==> config.mk <==
export PLATFORM = sky130hd
export DESIGN_NAME = op_sequencer
export DESIGN_NICKNAME = d
export VERILOG_FILES = /design/src/rtl/op_sequencer.sv
export SDC_FILE = /design/constraint.sdc
export NUM_CORES = 1
export LEC_CHECK = 0
export BUFFER_PORTS_ARGS = -buffer_cell sky130_fd_sc_hd__buf_2
export CAP_MARGIN = 20
export CORE_MARGIN = 1.5
export CORE_UTILIZATION = 40
export DETAILED_ROUTE_END_ITERATION = 8
export PLACE_DENSITY_LB_ADDON = 0.15
export SLEW_MARGIN = 20
export SYNTH_ARGS = -nofsm -noshare
export SYNTH_HDL_FRONTEND = slang
export SYNTH_SLANG_ARGS = --single-unit
export TNS_END_PERCENT = 30
==> constraint.sdc <==
create_clock -name clk -period 5.74 [get_ports clk]
set_clock_uncertainty 0.15 [all_clocks]
set_input_delay 0.287 -clock clk [delete_from_list [all_inputs] [get_ports clk]]
set_output_delay 0.287 -clock clk [all_outputs]
set_load 0.01 [all_outputs]
==> src/rtl/op_sequencer.sv <==
// Host-side command issuer for the matrix controller: holds the operation word,
// streams 64-word pages in/out over valid/ready, and inserts the idle gap.
module op_sequencer #(
    parameter int unsigned CELLS      = 64,
    parameter int unsigned MM_HOLD    = 530,
    parameter int unsigned GAP_CYCLES = 1
) (
    input  logic        clk,
    input  logic        reset,
    input  logic        cmd_valid,
    output logic        cmd_ready,
    input  logic [31:0] cmd_word,
    input  logic        wr_valid,
    output logic        wr_ready,
    input  logic [31:0] wr_data,
    output logic        rd_valid,
    input  logic        rd_ready,
    output logic [31:0] rd_data,
    output logic        ctrl_enable,
    output logic [31:0] operation,
    output logic [31:0] in_data,
    input  logic [31:0] out_data,
    output logic        busy,
    output logic        done,
    output logic        cmd_err
);
    localparam int unsigned OP_W   = 32;
    localparam int unsigned OPC_W  = 4;
    localparam int unsigned BEAT_W = 7;
    localparam int unsigned HOLD_W = 16;

    typedef enum logic [2:0] {
        S_IDLE,
        S_WRITE,
        S_READ,
        S_MATMUL,
        S_GAP
    } state_e;

    state_e              state_q, state_d;
    logic [OP_W-1:0]     op_q, op_d;
    logic [BEAT_W-1:0]   beat_q, beat_d;
    logic [HOLD_W-1:0]   hold_q, hold_d;
    logic                done_q, done_d;
    logic                err_q, err_d;

    // Next-state and counter update
    always_comb begin
        state_d = state_q;
        op_d    = op_q;
        beat_d  = beat_q;
        hold_d  = hold_q;
        done_d  = 1'b0;
        err_d   = 1'b0;
        case (state_q)
            S_IDLE: begin
                if (cmd_valid) begin
                    op_d   = cmd_word;
                    beat_d = '0;
                    hold_d = '0;
                    case (cmd_word[OPC_W-1:0])
                        4'd1:    state_d = S_MATMUL;
                        4'd2:    state_d = S_WRITE;
                        4'd3:    state_d = S_READ;
                        default: begin
                            done_d = 1'b1;
                            err_d  = (cmd_word[OPC_W-1:0] > 4'd3);
                        end
                    endcase
                end
            end
            S_WRITE: begin
                if (wr_valid) begin
                    beat_d = beat_q + BEAT_W'(1);
                    if (beat_d == BEAT_W'(CELLS)) begin
                        state_d = S_GAP;
                        hold_d  = '0;
                    end
                end
            end
            S_READ: begin
                if (rd_ready) begin
                    beat_d = beat_q + BEAT_W'(1);
                    if (beat_d == BEAT_W'(CELLS)) begin
                        state_d = S_GAP;
                        hold_d  = '0;
                    end
                end
            end
            S_MATMUL: begin
                hold_d = hold_q + HOLD_W'(1);
                if (hold_d == HOLD_W'(MM_HOLD)) begin
                    state_d = S_GAP;
                    hold_d  = '0;
                end
            end
            S_GAP: begin
                hold_d = hold_q + HOLD_W'(1);
                if (hold_d == HOLD_W'(GAP_CYCLES)) begin
                    state_d = S_IDLE;
                    done_d  = 1'b1;
                end
            end
            default: state_d = S_IDLE;
        endcase
    end

    always_ff @(posedge clk or posedge reset) begin
        if (reset) begin
            state_q <= S_IDLE;
            op_q    <= '0;
            beat_q  <= '0;
            hold_q  <= '0;
            done_q  <= 1'b0;
            err_q   <= 1'b0;
        end else begin
            state_q <= state_d;
            op_q    <= op_d;
            beat_q  <= beat_d;
            hold_q  <= hold_d;
            done_q  <= done_d;
            err_q   <= err_d;
        end
    end

    // Interface decode; reset forces every output low without waiting for a clock
    always_comb begin
        operation   = '0;
        in_data     = '0;
        rd_data     = '0;
        ctrl_enable = 1'b0;
        cmd_ready   = 1'b0;
        wr_ready    = 1'b0;
        rd_valid    = 1'b0;
        busy        = 1'b0;
        if (!reset) begin
            busy = (state_q != S_IDLE);
            case (state_q)
                S_IDLE: begin
                    ctrl_enable = 1'b1;
                    cmd_ready   = 1'b1;
                end
                S_WRITE: begin
                    operation   = op_q;
                    in_data     = wr_data;
                    wr_ready    = 1'b1;
                    ctrl_enable = wr_valid;
                end
                S_READ: begin
                    operation   = op_q;
                    rd_data     = out_data;
                    rd_valid    = 1'b1;
                    ctrl_enable = rd_ready;
                end
                S_MATMUL: begin
                    operation   = op_q;
                    ctrl_enable = 1'b1;
                end
                S_GAP: ctrl_enable = 1'b1;
                default: ctrl_enable = 1'b0;
            endcase
        end
    end

    assign done    = done_q;
    assign cmd_err = err_q;

endmodule

==> insert_results.sql <==
INSERT INTO impl_metrics (metric_group, metric, value, unit) VALUES
('status', 'status', 'finished clean', ''),
('logic_synthesis', 'post_synth_num_cell_types', '42', ''),
('global_route', 'grt_max_degree', '50', ''),
('clock_network', 'clkLatencyLatePin', '0.35', 'ns'),
('global_route', 'grt_first_pass_wirelength', '18600', 'um'),
('timing', 'worst-slew-pin-transition', '1.03', 'ns'),
('final_layout', 'drive_gt1_share', '42.4', '%'),
('routing', 'drt_wl_total', '12400', 'um'),
('final_layout', 'area_grow_syn2layout', '34.1', '%'),
('critical_path', 'critical_path.max_stage_delay', '0.62', 'ns'),
('pwr', 'cellPowerDensity', '171', 'nW/um2'),
('critical_path', 'regToRegEndpoint', 'hold_q[6]', ''),
('critical_path', 'reg2reg_slack', '2.43', 'ns'),
('place', 'post-dp-hpwl', '9470', 'um'),
('routing', 'drt_pass1_iterations', '5', ''),
('global_route', 'globalRouteTotalUtil', '23.6', '%'),
('die', 'floorplan.core_area', '9280', 'um2'),
('hold_path', 'min_to', 'op_q[24]', ''),
('clock_network', 'cts_tree', 'done', ''),
('clock_network', 'tritoncts_num_sinks', '60', ''),
('clock_network', 'clock_pin_transition_on_the_worst_setup_and_hold_timing_paths', '0.08', 'ns'),
('critical_path', 'reg2reg_depth', '7', ''),
('logic_synthesis', 'ys.warnings.count', '0', ''),
('logic_synthesis', 'synth_fp_nets', '536', ''),
('routing', 'num_vias', '3849', ''),
('routing', 'drt_iter0_markers', '168', ''),
('final_layout', 'layout_common_cells', 'buf_2 (203), and2_1 (102), dfrtp_1 (60), mux2_2 (33), nand2_1 (28)', ''),
('clock_network', 'cts_buffer_depth', '2', ''),
('critical_path', 'timing.critical_path.cells', 'ha_1 > and3_1 > a211o_1 > a222oi_1 > nand4_1 > a41oi_1 > nor2_1', ''),
('critical_path', 'critPathLaunchType', 'register', ''),
('critical_path', 'r2r-start', 'hold_q[0]', ''),
('global_route', 'grt_antenna_before_repair', '0', ''),
('hold_path', 'hold_path_class', 'input pin to register', ''),
('timing', 'maxSlewViolCount', '0', ''),
('timing', 'setup_tns', '0', 'ns'),
('routing', 'post_drt_via_cell_ratio', '5.10', ''),
('critical_path', 'critical_path.startpoint', 'hold_q[0]', ''),
('routing', 'drc', '0', ''),
('pwr', 'ir_drop', '0.000159', 'V'),
('global_route', 'vias_in_the_first_global_route', '3541', ''),
('critical_path', 'worst-endpoint-arrival', '3.39', 'ns'),
('logic_synthesis', 'post_synth_instance_area', '3850', 'um2'),
('clock_network', 'clock-root-buffer', 'clkbuf_8', ''),
('critical_path', 'cp_slowest_cell', 'nand4_1', ''),
('logic_synthesis', 'syn_inst', '431', ''),
('timing', 'timing.final.crit_share', '57.7', '%'),
('place', 'io_buffers', '203', ''),
('routing', 'detailed_route_wire_length_per_cell', '16.4', 'um'),
('global_route', 'grt_overflow_total', '0', ''),
('critical_path', 'crit_fanout', '14', ''),
('pwr', 'leakage', '2.82', 'nW'),
('timing', 'final.min_clock_period', '3.31', 'ns'),
('logic_synthesis', 'ys_seq_elements', '60', ''),
('die', 'floorplan.die_area', '10200', 'um2'),
('die', 'die_x', '101', 'um'),
('hold_path', 'hold_path_depth', '2', ''),
('timing', 'holdWs', '0.0111', 'ns'),
('critical_path', 'critPathCaptureType', 'register', ''),
('critical_path', 'criticalPathCategory', 'register to register', ''),
('clock_network', 'tritoncts.num_buffers', '9', ''),
('final_layout', 'antenna_cells', '0', ''),
('routing', 'ant_nets', '0', ''),
('clock_network', 'cts-htree-levels', '3', ''),
('timing', 'maxClockFrequency', '302', 'MHz'),
('hold_path', 'hold_start', 'cmd_word[24]', ''),
('job', 'maxCapViolations', '0', ''),
('timing', 'rsz0062_at_grt', 'false', ''),
('critical_path', 'worst_ep_required_time', '5.82', 'ns'),
('logic_synthesis', 'proportion_of_synthesized_chip_area_in_sequential_cells', '39.0', '%'),
('die', 'floorplan.initialDensity', '41.5', '%'),
('die', 'io_pins', '204', ''),
('final_layout', 'layout_commonest_cell', 'buf_2', ''),
('final_layout', 'fillers', '908', ''),
('timing', 'relative_slew_slack', '31.0', '%'),
('logic_synthesis', 'synthesis.area_per_instance', '8.94', 'um2'),
('place', 'globalplace.congestion', '0.845', ''),
('timing', 'hold_violation_total_from_the_final_report', '0', ''),
('die', 'rows', '35', ''),
('timing', 'setup_viol', '0', ''),
('final_layout', 'finalNetCount', '725', ''),
('die', 'fp.dieH', '101', 'um');
synthesized netlist by cell type (all sizes together):
master   count  share of area, %
buf          8               1.2
nor3         5              0.65
nor2b        3              0.49
dfrtp       60                39
xnor2        6               1.4
nand2b       2              0.32
or2          1              0.16
o31ai        3              0.58
a2111oi      2              0.62
a41oi        3              0.68
and3         6              0.97
a211o        2              0.45
o21ai       21               2.7
ha           4               1.3
a21oi       12               1.6
a222oi       1              0.26
nand3b       4              0.78
a21bo        1              0.26
a31oi        7               1.1
a22o         3              0.68
o21bai       1              0.19
mux2i        2              0.52
a31o         2              0.45
a311oi       8               1.8
nor2        21               2.0
o221ai       3              0.68
o22ai        4              0.65
or3          2              0.32
nand2       28               2.7
nand4        9               1.5
and2       102                17
nand3       15               1.9
mux2        33               9.6
inv         16               1.6
clkbuf      22               2.1
nor4b        1              0.23
and4         5               1.1
and4b        1              0.26
o2bb2ai      1              0.23
a211oi       1              0.19
area by class of cell:
| cell class | instances | area [um2] | area share, % |
|---|---|---|---|
| Tap cell | 129 | 161 | 3.12 |
| Multi-Input combinational cell | 325 | 2180 | 42.2 |
| Clock buffer | 9 | 124 | 2.40 |
| Sequential cell | 60 | 1500 | 29.1 |
| Inverter | 16 | 60.1 | 1.16 |
| Timing Repair Buffer | 208 | 1060 | 20.4 |
| Clock inverter | 7 | 82.6 | 1.60 |
worst max-delay path: cells and delay by family, from the launching register on:
family          cells  cell delay [ns]
fa+ha+maj           1             0.30
compound gates      3             1.24
simple gates        3             1.04
flops               1             0.47
cells by family (layout without fill, tap and decap cells):
logic type	after synthesis	after routing	share of synthesized area, %
adder cells (fa/ha/maj)	4	4	1.30
multiplexers	35	35	10.2
AO/OA/AOI/OAI	75	75	13.2
flip-flops	60	60	39.0
XOR/XNOR	6	6	1.36
AND/OR/NAND/NOR	205	205	30.1
buffers and inverters	46	240	4.94
worst max-delay path by stage:
stage | to | slack [ns] | cells after the start
floorplan | hold_q[13] | 3.23 | 8
global placement | hold_q[6] | 2.48 | 7
detailed placement | hold_q[6] | 2.50 | 7
CTS | hold_q[6] | 2.48 | 7
global route | hold_q[6] | 2.22 | 7
finish | hold_q[6] | 2.43 | 7
per-layer routing:
layer,up-vias,track usage (%),share of wire [%]
li1,1875,-,-
met1,1821,29.1,40
met2,141,40.0,51
met3,12,8.35,7.8
met4,0,5.24,1.6
met5,-,0,0
sequential cells by signal, summed over array words and instances (netlist names):
| register | flops |
|---|---|
| op_q | 32 |
| hold_q | 16 |
| beat_q | 7 |
| state_q | 3 |
| cmd_err | 1 |
| done | 1 |
power by group:
group	internal (mW)	total (mW)	switching [mW]
Combinational	0.0273	0.0532	0.0259
Sequential	0.422	0.422	0
Clock	0.208	0.409	0.201
Total	0.658	0.885	0.227
metrics by stage:
stage / utilization, % / instance area (um2) / setup WS [ns] / power (mW) / std cells
floorplan: - / 3850 / 3.23 / 0.442 / 431
global placement: 53.3 / 4940 / 2.48 / 0.484 / 737
detailed placement: 53.3 / 4940 / 2.50 / 0.484 / 737
CTS: 55.6 / 5160 / 2.48 / 0.892 / 754
global route: 55.7 / 5170 / 2.22 / 0.916 / 754
finish: 55.7 / 5170 / 2.43 / 0.885 / 754
repair_timing:
action	in CTS	in global routing
hold buffers	1	0
endpoints found under the hold margin	11	0
resized for setup	0	0
buffers inserted	0	0
Power figures use the tool's default switching activity.
